<file path="src/rtl/serial_add_ctrl.sv">
// Bit-serial adder: a single full-adder cell built from two half adders
// processes the operands LSB first over WIDTH cycles, with the carry in a flop.
//
// state | meaning
// IDLE  | waiting for start; sum/cout hold the last result
// RUN   | one operand bit per cycle through the full-adder cell
// DONE  | one-cycle done pulse; sum/cout valid

module serial_add_half (
  input  logic x,
  input  logic y,
  output logic s,
  output logic c
);
  assign s = x ^ y;
  assign c = x & y;
endmodule

module serial_add_ctrl #(
  parameter int WIDTH = 8
) (
  input  logic             clk,
  input  logic             rst,
  input  logic             start,
  input  logic [WIDTH-1:0] a,
  input  logic [WIDTH-1:0] b,
  output logic             busy,
  output logic             done,
  output logic [WIDTH-1:0] sum,
  output logic             cout
);
  localparam int CNT_W = $clog2(WIDTH + 1);
  localparam logic [CNT_W-1:0] CNT_LAST = CNT_W'(WIDTH - 1);

  typedef enum logic [1:0] {
    S_IDLE = 2'd0,
    S_RUN  = 2'd1,
    S_DONE = 2'd2
  } state_t;

  state_t state, state_nxt;

  logic [WIDTH-1:0] a_sh, b_sh, res_sh, res_nxt;
  logic             carry, carry_nxt;
  logic [CNT_W-1:0] cnt;
  logic             last_bit;
  logic             half_s, half_c0, half_c1, bit_s;

  serial_add_half u_ha0 (.x(a_sh[0]), .y(b_sh[0]), .s(half_s), .c(half_c0));
  serial_add_half u_ha1 (.x(half_s),  .y(carry),   .s(bit_s),  .c(half_c1));
  assign carry_nxt = half_c0 | half_c1;

  // New sum bit enters at the MSB so after WIDTH shifts the LSB sits at bit 0.
  generate
    if (WIDTH == 1) begin : g_res_w1
      assign res_nxt = bit_s;
    end else begin : g_res_wn
      assign res_nxt = {bit_s, res_sh[WIDTH-1:1]};
    end
  endgenerate

  assign last_bit = (cnt == CNT_LAST);

  always_ff @(posedge clk) begin
    if (rst) state <= S_IDLE;
    else     state <= state_nxt;
  end

  always_comb begin
    state_nxt = state;
    busy      = 1'b0;
    done      = 1'b0;
    case (state)
      S_IDLE: if (start) state_nxt = S_RUN;
      S_RUN: begin
        busy = 1'b1;
        if (last_bit) state_nxt = S_DONE;
      end
      S_DONE: begin
        done      = 1'b1;
        state_nxt = S_IDLE;
      end
      default: state_nxt = S_IDLE;
    endcase
  end

  always_ff @(posedge clk) begin
    if (rst) begin
      a_sh   <= '0;
      b_sh   <= '0;
      res_sh <= '0;
      carry  <= 1'b0;
      cnt    <= '0;
      sum    <= '0;
      cout   <= 1'b0;
    end else begin
      case (state)
        S_IDLE: begin
          if (start) begin
            a_sh  <= a;
            b_sh  <= b;
            carry <= 1'b0;
            cnt   <= '0;
          end
        end
        S_RUN: begin
          a_sh   <= a_sh >> 1;
          b_sh   <= b_sh >> 1;
          res_sh <= res_nxt;
          carry  <= carry_nxt;
          cnt    <= cnt + CNT_W'(1);
          // Publish on the last bit so sum/cout are valid throughout DONE.
          if (last_bit) begin
            sum  <= res_nxt;
            cout <= carry_nxt;
          end
        end
        default: ;
      endcase
    end
  end
endmodule

</file>
<file path="config.mk">
export PLATFORM = sky130hd
export DESIGN_NAME = serial_add_ctrl
export DESIGN_NICKNAME = d
export VERILOG_FILES = /design/src/rtl/serial_add_ctrl.sv
export SDC_FILE = /design/constraint.sdc
export NUM_CORES = 1
export LEC_CHECK = 0
export ABC_CLOCK_PERIOD_IN_PS = 2200
export CAP_MARGIN = 20
export CORE_UTILIZATION = 30
export CTS_CLUSTER_DIAMETER = 30
export DETAILED_ROUTE_END_ITERATION = 8
export MAX_ROUTING_LAYER = met4
export PLACE_DENSITY = 0.52
export SYNTH_ARGS = -nofsm -noshare
export SYNTH_HDL_FRONTEND = slang
export SYNTH_SLANG_ARGS = --single-unit
</file>
<file path="constraint.sdc">
create_clock -name clk -period 2.2 [get_ports clk]
set_input_delay 0.55 -clock clk [delete_from_list [all_inputs] [get_ports clk]]
set_output_delay 0.55 -clock clk [all_outputs]
set_load 0.05 [all_outputs]
</file>
==> metrics.md <==
| Metric | Value |
|---|---|
| Post-Syn Area | `0.00166 sq mm` |
| Die area | `0.00583 sq mm` |
| Combinational group share of total power | `11.6%` |
| Most common cell after layout, fill and taps aside | `dfxtp_1` |
| Die width | `76.4 um` |
| Crit Path Max Fanout | `2` |
| Area Growth Syn to Fin | `25.2%` |
| Worst R2R Start | `cnt[0]` |
| LEAKAGE | `0.752 nW` |
| Core ar. | `0.00520 sq mm` |
| Final worst path period share | `89.7%` |
| Post-CTS Resized | `0` |
| Synth cell types | `26` |
| Fin nets | `234` |
| CTS buffer count | `5` |
| Vias in the first global route | `1172` |
| Syn avg cell area | `8.82 sq um` |
| Initial DRC Count | `77` |
| Setup TNS | `0 ps` |
| Total Wirelength | `3130 um` |
| Hold slack | `462 ps` |
| GRT overflow | `0` |
| CP Data Required Time | `1650 ps` |
| Setup bufs post-CTS | `0` |
| Vias per cell | `4.55` |
| Tot GR Track Use | `11.7%` |
| Worst Hold Launch | `res_sh[1]` |
| CP Data Arrival Time | `1420 ps` |
| Hold WC Path Type | `reg2reg` |
| Synthesized instance count | `188` |
| Most frequent cells in the layout | `dfxtp_1 (39), nand2_1 (30), clkdlybuf4s50_1 (27)` |
| Worst vdd ir | `337 uV` |
| Int Pwr | `0.00106 W` |
| Die Y | `76.4 um` |
| RSZ-0062 raised after global routing | `no` |
| # diodes | `0` |
| Hold buffers post-CTS | `0` |
| Max_slew headroom | `65.8%` |
| First-pass GRT wire length | `5310 um` |
| Fmax | `0.506 GHz` |
| RePlAce Congestion | `0.693` |
| DRT Pass-1 Iters | `4` |
| CP startpoint kind | `flop` |
| Run status | `finished, final reports clean` |
| WP buf/inv | `1` |
| Synthesized Nets | `209` |
| DP Worst Slack | `360 ps` |
| Row cnt | `26` |
| Max-cap check violation count | `0` |
| Placed inst area | `0.00199 sq mm` |
| TritonCTS Sinks | `39` |
| Minimum clock period | `1970 ps` |
| CTS tree | `done` |
| H-Tree Depth | `2` |
| Power per Cell Area | `674 mW/mm^2` |
| Largest net degree at the start of global routing | `49` |
| Clk_lat worst skew | `290 ps` |
| DRT antenna net count | `0` |
| Sequential Power Share | `53.9%` |
| Seq/Total Area, Yosys | `47.1%` |
| Critical path's slowest cell | `clkdlybuf4s50_1` |
| Fin. Hold Viols | `0` |
| EDFF count, synth | `0` |
| Starting density of the core | `31.9%` |
| Slowest cell delay on critical path | `810 ps` |
| # DRC | `0` |
| Flops & latches, synth | `39` |
| Slew @ Worst Pin | `511 ps` |
| Clock power share | `34.5%` |
| Worst Clk Skew | `4.94 ps` |
| Fraction of layout cells with a size suffix above 1 | `7.51%` |
| P_sw | `0.000340 W` |
| Worst path top cell family by delay | `buffers and inverters` |
| Hold depth | `2` |
| Reg2reg path depth | `4` |
| Worst hold path endpoint | `res_sh[1]` |
| Reg2reg end | `sum[4]` |
| Final worst slack | `226 ps` |
| Via count | `1287` |
| Clk slew on worst S/H paths | `70 ps` |
| Fin area | `0.00208 sq mm` |
| Pins over their slew limit | `0` |
| Initial antenna violation count | `0` |
| Sw Ratio | `24.3%` |
| Clock root buffer | `clkbuf_8` |
| DR WL/cell | `11.1 um` |
| Async SR Flop Fraction | `0%` |
| Ys flop type | `dfxtp_1` |
| I/O pin count | `30` |
| Worst reg-to-reg setup slack | `740 ps` |
| Final setup vio count | `0` |
| Crit Path Class | `reg2out` |
| Input/output buffers | `29` |
| Worst Setup End Kind | `output pin` |
| Cell chain of the critical path | `clkdlybuf4s50_1` |
| Hpwl dp | `1940 um` |
| Clock buffer depth | `2` |
| Yosys warning count | `0` |
==> stage by stage <==
stage | total power (W) | utilization (%) | instances
floorplan | 0.000878 | - | 188
global placement | 0.000937 | 38.2 | 276
detailed placement | 0.000937 | 38.2 | 276
CTS | 0.00143 | 39.9 | 283
global route | 0.00148 | 39.9 | 283
finish | 0.00140 | 39.9 | 283
==> worst max-delay path by stage <==
stage | from | to | slack (ps) | cells past startpoint
after global placement | start | cnt[2] | 370 | 4
after detailed placement | start | b_sh[5] | 360 | 4
final | sum[7] | sum[7] | 230 | 1
after global routing | sum[3] | sum[3] | 170 | 1
after CTS | sum[4] | sum[4] | 210 | 1
after floorplan | state[1] | done | 510 | 2
==> cells by family after synthesis <==
group                    synth area share, %
AND/OR/NAND/NOR                         22.1
multiplexers                            5.43
adder cells (fa/ha/maj)                 1.96
flip-flops                              47.1
buffers and inverters                   5.96
AO/OA/AOI/OAI                           17.5
==> flip-flops by register name (all words and copies together) (netlist names) <==
signal,cells
cout,1
state,2
cnt,4
carry,1
sum,8
res_sh,7
b_sh,8
a_sh,8
==> power groups by stage <==
stage	registers, W	logic, W	clock network (W)
finish	0.000755	0.000163	0.000483
global route	0.000758	0.000184	0.000534
CTS	0.000754	0.000166	0.000507
detailed placement	0.000771	0.000166	0
global placement	0.000771	0.000166	0
floorplan	0.000766	0.000111	0
==> metal layers <==
layer,GRT usage (%),vias to the layer above,wire length (um)
met4,4.62,0,46
met1,15.6,563,1660
met2,16.5,27,1320
met5,-,-,0
li1,-,690,-
met3,3.35,7,104
==> cell usage after synthesis (2+ instances only) <==
cell      instances  area, sq um
nand2_1          30          113
buf_2             3         15.0
a21oi_1          22          110
nand3_1           2         10.0
a22oi_1           4         30.0
buf_6             3         33.8
nand2b_1         19          119
clkbuf_1          5         18.8
nor2_1           20         75.1
mux2i_1           9         90.1
buf_4             3         22.5
a211oi_1         15          113
nor3_1            2         10.0
dfxtp_1          39          781
==> layout make-up <==
type                    count  area, sq um
clock buffers               6         82.6
clock inverters             1         5.00
fillers                   548         3130
inverters                   1         8.76
multi-input cells         134          779
flip-flops and latches     39          781
well taps                  70         87.6
repair buffers             32          333
(Power assumes the default switching activity.)
